**config.mk**
```make
export PLATFORM = sky130hd
export DESIGN_NAME = oled_page_flush_ctrl
export DESIGN_NICKNAME = d
export VERILOG_FILES = /design/src/rtl/oled_pkg.sv /design/src/rtl/oled_tx_holdreg.sv /design/src/rtl/oled_page_flush_ctrl.sv
export SDC_FILE = /design/constraint.sdc
export NUM_CORES = 1
export LEC_CHECK = 0
export CORE_ASPECT_RATIO = 1.1
export CORE_MARGIN = 2
export CORE_UTILIZATION = 45
export CTS_CLUSTER_DIAMETER = 40
export DETAILED_ROUTE_END_ITERATION = 12
export PLACE_DENSITY = 0.74
export SKIP_LAST_GASP = 1
export SLEW_MARGIN = 5
export SYNTH_ARGS = -nofsm -noshare
export SYNTH_HDL_FRONTEND = slang
export SYNTH_HIERARCHICAL = 1
export SYNTH_SLANG_ARGS = --single-unit
```
**constraint.sdc**
```tcl
create_clock -name clk -period 2.2 [get_ports clk]
set_input_delay 0.33 -clock clk [delete_from_list [all_inputs] [get_ports clk]]
set_output_delay 0.33 -clock clk [all_outputs]
set_load 0.05 [all_outputs]
```
**src/rtl/oled_pkg.sv**
```systemverilog
// rtl/oled_pkg.sv - shared constants, state encoding and helpers for the OLED page flusher
package oled_pkg;

    localparam logic [7:0] CMD_SET_PAGE = 8'hB0;
    localparam logic [7:0] CMD_COL_LO   = 8'h00;
    localparam logic [7:0] CMD_COL_HI   = 8'h10;

    typedef enum logic [3:0] {
        ST_IDLE   = 4'd0,
        ST_SEL    = 4'd1,
        ST_CMD_PG = 4'd2,
        ST_CMD_CL = 4'd3,
        ST_CMD_CH = 4'd4,
        ST_RD     = 4'd5,
        ST_CAP    = 4'd6,
        ST_DAT    = 4'd7,
        ST_FIN    = 4'd8,
        ST_ERR    = 4'd9
    } oled_state_e;

    // Ceiling log2 for sizing counters and addresses; returns 0 for values <= 1.
    function automatic int clog2(input int value);
        int r;
        r = 0;
        for (int i = 0; i < 31; i++) begin
            if ((1 << i) < value) begin
                r = i + 1;
            end
        end
        return r;
    endfunction

endpackage

```
**src/rtl/oled_tx_holdreg.sv**
```systemverilog
// rtl/oled_tx_holdreg.sv - valid/ready output register with hold-on-stall and flush-on-error
module oled_tx_holdreg (
    input  logic       clk,
    input  logic       reset,
    input  logic       load_i,
    input  logic [7:0] byte_i,
    input  logic       is_data_i,
    input  logic       flush_i,
    input  logic       tx_ready_i,
    output logic       tx_valid_o,
    output logic [7:0] tx_byte_o,
    output logic       tx_is_data_o
);

    logic       valid_q;
    logic [7:0] byte_q;
    logic       is_data_q;

    // Payload is only loaded while empty, so it stays put for the whole stall.
    always_ff @(posedge clk or posedge reset) begin
        if (reset) begin
            valid_q   <= 1'b0;
            byte_q    <= 8'h00;
            is_data_q <= 1'b0;
        end else if (flush_i) begin
            valid_q   <= 1'b0;
        end else if (load_i && !valid_q) begin
            valid_q   <= 1'b1;
            byte_q    <= byte_i;
            is_data_q <= is_data_i;
        end else if (valid_q && tx_ready_i) begin
            valid_q   <= 1'b0;
        end
    end

    assign tx_valid_o   = valid_q;
    assign tx_byte_o    = byte_q;
    assign tx_is_data_o = is_data_q;

endmodule

```
**src/rtl/oled_page_flush_ctrl.sv**
```systemverilog
// rtl/oled_page_flush_ctrl.sv - walks dirty framebuffer pages and streams them to the OLED transport
module oled_page_flush_ctrl
    import oled_pkg::*;
#(
    parameter int WIDTH      = 128,
    parameter int PAGES      = 8,
    parameter int COL_OFFSET = 0
) (
    input  logic                                clk,
    input  logic                                reset,
    input  logic                                init_done_i,
    input  logic                                flush_req_i,
    input  logic [PAGES-1:0]                    dirty_mask_i,
    output logic                                fb_rd_en_o,
    output logic [clog2(PAGES*WIDTH)-1:0]       fb_addr_o,
    input  logic [7:0]                          fb_rdata_i,
    output logic                                tx_valid_o,
    output logic                                tx_is_data_o,
    output logic [7:0]                          tx_byte_o,
    input  logic                                tx_ready_i,
    input  logic                                tx_err_i,
    output logic                                busy_o,
    output logic                                done_o,
    output logic                                err_o
);

    localparam int AW = clog2(PAGES * WIDTH);
    localparam int PW = (PAGES > 1) ? clog2(PAGES) : 1;
    localparam int CW = (WIDTH > 1) ? clog2(WIDTH) : 1;
    localparam logic [7:0] COL_OFF8 = COL_OFFSET[7:0];

    oled_state_e      state_q, state_d;
    logic [PAGES-1:0] pend_q, pend_d, pend_clr, pend_set, page_bit;
    logic [PW-1:0]    page_q, page_d;
    logic [CW-1:0]    col_q, col_d;
    logic [7:0]       data_q, data_d;
    logic             busy_q, busy_d, done_q, done_d, err_q, err_d, req_q, req_d;
    logic             ld, ld_is_data, hold_flush, rd_en, accept, in_flight;
    logic [7:0]       ld_byte;

    // Index of the lowest set bit; callers only use it when the mask is non-zero.
    function automatic logic [PW-1:0] lowest_set(input logic [PAGES-1:0] m);
        logic [PW-1:0] r;
        r = '0;
        for (int i = PAGES - 1; i >= 0; i--) begin
            if (m[i]) begin
                r = PW'(i);
            end
        end
        return r;
    endfunction

    assign accept     = tx_valid_o && tx_ready_i;
    assign page_bit   = PAGES'(1) << page_q;
    assign in_flight  = state_q inside {ST_CMD_PG, ST_CMD_CL, ST_CMD_CH, ST_RD, ST_CAP, ST_DAT};
    assign fb_rd_en_o = rd_en;
    assign fb_addr_o  = AW'(page_q) * AW'(WIDTH) + AW'(col_q);
    assign busy_o     = busy_q;
    assign done_o     = done_q;
    assign err_o      = err_q;

    // State, counters, pending-page mask and status flags.
    always_ff @(posedge clk or posedge reset) begin
        if (reset) begin
            state_q <= ST_IDLE;
            pend_q  <= '0;
            page_q  <= '0;
            col_q   <= '0;
            data_q  <= 8'h00;
            busy_q  <= 1'b0;
            done_q  <= 1'b0;
            err_q   <= 1'b0;
            req_q   <= 1'b0;
        end else begin
            state_q <= state_d;
            pend_q  <= pend_d;
            page_q  <= page_d;
            col_q   <= col_d;
            data_q  <= data_d;
            busy_q  <= busy_d;
            done_q  <= done_d;
            err_q   <= err_d;
            req_q   <= req_d;
        end
    end

    // Next-state logic; an aborted page is re-marked so it is resent from column 0.
    always_comb begin
        state_d    = state_q;
        page_d     = page_q;
        col_d      = col_q;
        data_d     = data_q;
        busy_d     = busy_q;
        done_d     = 1'b0;
        err_d      = err_q;
        req_d      = req_q | flush_req_i;
        pend_clr   = '0;
        pend_set   = '0;
        ld         = 1'b0;
        ld_byte    = 8'h00;
        ld_is_data = 1'b0;
        hold_flush = 1'b0;
        rd_en      = 1'b0;

        case (state_q)
            ST_IDLE: begin
                // A zero-mask request still has to yield a done pulse, hence req_q.
                if (init_done_i && (pend_q != '0 || req_q)) begin
                    state_d = ST_SEL;
                    busy_d  = 1'b1;
                    err_d   = 1'b0;
                end
            end
            ST_SEL: begin
                if (!init_done_i) begin
                    state_d = ST_IDLE;
                    busy_d  = 1'b0;
                end else begin
                    req_d = flush_req_i;
                    if (pend_q != '0) begin
                        page_d   = lowest_set(pend_q);
                        pend_clr = PAGES'(1) << lowest_set(pend_q);
                        col_d    = '0;
                        state_d  = ST_CMD_PG;
                    end else begin
                        state_d = ST_FIN;
                    end
                end
            end
            ST_CMD_PG, ST_CMD_CL, ST_CMD_CH, ST_DAT: begin
                if (!init_done_i && (!tx_valid_o || accept)) begin
                    state_d  = ST_IDLE;
                    busy_d   = 1'b0;
                    pend_set = page_bit;
                end else if (!tx_valid_o) begin
                    ld = 1'b1;
                    case (state_q)
                        ST_CMD_PG: ld_byte = CMD_SET_PAGE | 8'(page_q);
                        ST_CMD_CL: ld_byte = CMD_COL_LO | {4'h0, COL_OFF8[3:0]};
                        ST_CMD_CH: ld_byte = CMD_COL_HI | {4'h0, COL_OFF8[7:4]};
                        default: begin
                            ld_byte    = data_q;
                            ld_is_data = 1'b1;
                        end
                    endcase
                end else if (accept) begin
                    case (state_q)
                        ST_CMD_PG: state_d = ST_CMD_CL;
                        ST_CMD_CL: state_d = ST_CMD_CH;
                        ST_CMD_CH: state_d = ST_RD;
                        default: begin
                            if (col_q == CW'(WIDTH - 1)) begin
                                state_d = ST_SEL;
                            end else begin
                                col_d   = col_q + 1'b1;
                                state_d = ST_RD;
                            end
                        end
                    endcase
                end
            end
            ST_RD: begin
                if (!init_done_i) begin
                    state_d  = ST_IDLE;
                    busy_d   = 1'b0;
                    pend_set = page_bit;
                end else begin
                    rd_en   = 1'b1;
                    state_d = ST_CAP;
                end
            end
            ST_CAP: begin
                if (!init_done_i) begin
                    state_d  = ST_IDLE;
                    busy_d   = 1'b0;
                    pend_set = page_bit;
                end else begin
                    data_d  = fb_rdata_i;
                    state_d = ST_DAT;
                end
            end
            ST_FIN: begin
                done_d  = 1'b1;
                busy_d  = 1'b0;
                state_d = ST_IDLE;
            end
            ST_ERR: begin
                err_d   = 1'b1;
                busy_d  = 1'b0;
                state_d = ST_IDLE;
            end
            default: state_d = ST_IDLE;
        endcase

        if (tx_err_i && state_q != ST_IDLE && state_q != ST_ERR) begin
            state_d    = ST_ERR;
            hold_flush = 1'b1;
            ld         = 1'b0;
            rd_en      = 1'b0;
            done_d     = 1'b0;
            busy_d     = busy_q;
            pend_clr   = '0;
            pend_set   = in_flight ? page_bit : '0;
        end

        pend_d = (pend_q & ~pend_clr) | pend_set | (flush_req_i ? dirty_mask_i : '0);
    end

    oled_tx_holdreg u_holdreg (
        .clk          (clk),
        .reset        (reset),
        .load_i       (ld),
        .byte_i       (ld_byte),
        .is_data_i    (ld_is_data),
        .flush_i      (hold_flush),
        .tx_ready_i   (tx_ready_i),
        .tx_valid_o   (tx_valid_o),
        .tx_byte_o    (tx_byte_o),
        .tx_is_data_o (tx_is_data_o)
    );

endmodule

```
==> impl_metrics.json <==
{
  "post-place-cells": 388,
  "grt_use_total_pct": 19.7,
  "htreeDepth": 2,
  "power_frac_seq_pct": 31.5,
  "worstSetupEndpointType": "flop",
  "io_buffer_count": 45,
  "fp.dieArea_um2": 6380,
  "clk-insertion-delay-late_ns": 0.30,
  "post_cts_buffers": 0,
  "rsz0062_at_grt": "no",
  "fin_util_pct": 61.6,
  "yosysWarnings": 6,
  "numCtsBuffers": 5,
  "first_iter_violations": 186,
  "nNetsFinal": 343,
  "dr.pass1.iters": 4,
  "ys_seq_area_share_pct": 42.5,
  "syn_inst": 258,
  "viasPerCell": 5.61,
  "status": "finished clean",
  "critical_path_buf_inv_count": 1,
  "hold_ws_ns": 0.322,
  "clk_path_buf_depth": 2,
  "drt-total-wl_um": 6080,
  "cp_top_family": "simple AND/OR/NAND/NOR gates",
  "die_w_um": 76.3,
  "grt_max_degree": 35,
  "p_sw_share_pct": 43.1,
  "crit_required_ns": 2.38,
  "hp-class": "in -> async",
  "grt_pass1_wl_um": 10200,
  "synth_xor_area_share_pct": 2.03,
  "netlist.top_cell.by_area": "dfrtp_1",
  "p_leak_nw": 1.36,
  "synth_top_family_by_area": "simple AND/OR/NAND/NOR gates",
  "ys_types": 68,
  "start_util_pct": 47.4,
  "ys_async_sr_fraction_pct": 100,
  "finClkSkew_ns": 0.0142,
  "slew_viol_final": 0,
  "drv_cap": 0,
  "rows": 28,
  "slew_headroom_pct": 62.4,
  "p_int_mw": 2.06,
  "wire_per_inst_um": 15.4,
  "start_kind": "flop",
  "reg2reg_to": "u_holdreg/tx_byte_o[1]",
  "cp_max_fo": 9,
  "fillers": 472,
  "period_minus_slack_ns": 2.10,
  "synthSimpleGateAreaFrac_pct": 23.1,
  "cts_root_buf": "clkbuf_8",
  "netlist_top_cells_area": "dfrtp_1 (43%), mux2_2 (7.4%), nand2_1 (3.3%)",
  "synthTopCellsByCount": "dfrtp_1 (44), nand2_1 (23), nor2_1 (23)",
  "postSynthAreaPerCell_um2": 10.0,
  "coreArea_um2": 5470,
  "switchingPower_mw": 1.56,
  "num_vias": 2222,
  "synth-seq-cells": 44,
  "die-height_um": 83.6,
  "clock.fmax_mhz": 476,
  "synth_top_area_share_pct": 42.5,
  "ant_nets": 0,
  "clkPwrFrac_pct": 16.9,
  "drive_gt1_share_pct": 23.4,
  "synth-adder-area-share_pct": 0.870,
  "setup_tns_ns": 0,
  "synth_edf_count": 0,
  "worstReg2RegStart": "state_q[0]",
  "clk_pin_slew_worst_paths_ns": 0.09,
  "worstPathArrival_ns": 2.28,
  "antenna_found_initial": 0,
  "clock_sinks": 44,
  "critPathKind": "reg -> reg",
  "synth_ff_type": "dfrtp_1",
  "synthMuxAreaShare_pct": 7.97,
  "hpwl_um": 4560,
  "gp_congestion": 1.01,
  "combPwrFrac_pct": 51.6,
  "finalHoldViolations": 0,
  "route.detailed.drc": 0,
  "rr_worst_depth": 7,
  "fin_ws_ns": 0.101,
  "antennaDiodeCount": 0,
  "grt_pass1_vias": 2157,
  "areaGrowthSynthToFinish_pct": 30.1,
  "dpl_worst_slack_ns": -0.0237,
  "r2r_setup_slack_ns": 0.10,
  "overflow": 0,
  "pwr_density_cell_nw_per_um2": 1080,
  "ir_drop_uv": 751,
  "critPathSlowestCell": "dfrtp_2",
  "final_cell_count_no_fill": 396,
  "tightest_slew_ns": 0.562,
  "fin_crit_sh_pct": 95.4,
  "cts_tree": "built",
  "path_cells": "nor2b_4 > xnor2_1 > or3_1 > nor2_1 > nor3b_2 > buf_6 > mux2_2",
  "max_stage_delay_ns": 0.46,
  "synth_compound_area_share_pct": 19.2,
  "synth_area_um2": 2590,
  "setup_viol": 0,
  "synth_most_common_cell": "dfrtp_1",
  "io_pins": 46,
  "syn-num-nets": 281
}
[what timing repair did]
action,in CTS,in global routing
gates resized for setup,0,3
hold buffers,0,0
setup endpoints to repair,0,9
[layer usage]
metal  vias up  GRT usage (%)  part of all wire (%)
met5         -              0                     0
met2        64           32.1                    51
met3         4           3.35                   5.1
met4         0           5.95                  0.48
li1       1074              -                     -
met1      1080           26.9                    43
[final cells by class]
class | instances | area (µm²) | share of cell area, %
clock inverter | 2 | 35.0 | 1.04
sequential | 44 | 1100 | 32.7
timing repair buffer | 68 | 649 | 19.3
clock buffer | 6 | 72.6 | 2.16
multi-input combinational | 194 | 1390 | 41.2
tap | 75 | 93.8 | 2.79
inverter | 7 | 26.3 | 0.780
[sequential cells by signal, summed over array words and instances, names as in the netlist]
| signal | flops |
|---|---|
| page_q | 3 |
| data_q | 8 |
| done_o | 1 |
| pend_q | 8 |
| req_q | 1 |
| u_holdreg/tx_is_data_o | 1 |
| col_q | 7 |
| state_q | 4 |
| err_o | 1 |
| u_holdreg/tx_byte_o | 8 |
| u_holdreg/tx_valid_o | 1 |
| busy_o | 1 |
[stage by stage]
stage	power (mW)	cell area (µm²)
global placement	2.98	3250
finish	3.62	3370
detailed placement	3.00	3250
floorplan	2.40	2590
CTS	3.62	3360
global route	3.86	3370
[layout by cell type (no fill, tap or decap), types with 6 or more instances in the layout]
cell and n:
buf_4 21, o31ai_1 7, clkdlybuf4s50_1 44, o21ai_0 12
mux2_2 17, nand2b_1 6, a21oi_1 9, nand2_1 23
nand3_1 6, inv_1 7, nor2_1 23, dfrtp_1 43
[cells by family after synthesis]
family                     after synthesis
AOI/OAI and AO/OA                       66
xor gates and xnor gates                 6
adders and majority gates                2
buffers and inverters                   20
DFF                                     44
muxes                                   18
and+or+nand+nor                        102
[how the worst max path moves through the flow]
| stage | startpoint | endpoint | slack (ns) | cells past startpoint |
|---|---|---|---|---|
| 2_1_floorplan | state_q[3] | fb_rd_en_o | 0.1 | 3 |
| 3_3_place_gp | init_done_i | u_holdreg/tx_byte_o[3] | -0.02 | 7 |
| 3_5_place_dp | init_done_i | u_holdreg/tx_byte_o[4] | -0.02 | 7 |
| 4_1_cts | state_q[0] | u_holdreg/tx_byte_o[1] | 0.12 | 7 |
| 5_1_grt | state_q[0] | u_holdreg/tx_byte_o[7] | 0.003 | 7 |
| 6_report | state_q[0] | u_holdreg/tx_byte_o[1] | 0.10 | 7 |
[power by group through the flow]
stage	Sequential (mW)	Combinational, mW	Clock [mW]
2_1_floorplan	1.46	0.936	0
3_3_place_gp	1.15	1.83	0
3_5_place_dp	1.15	1.85	0
4_1_cts	1.14	1.86	0.625
5_1_grt	1.16	2.03	0.669
6_report	1.14	1.87	0.611
(Power assumes the default switching activity.)
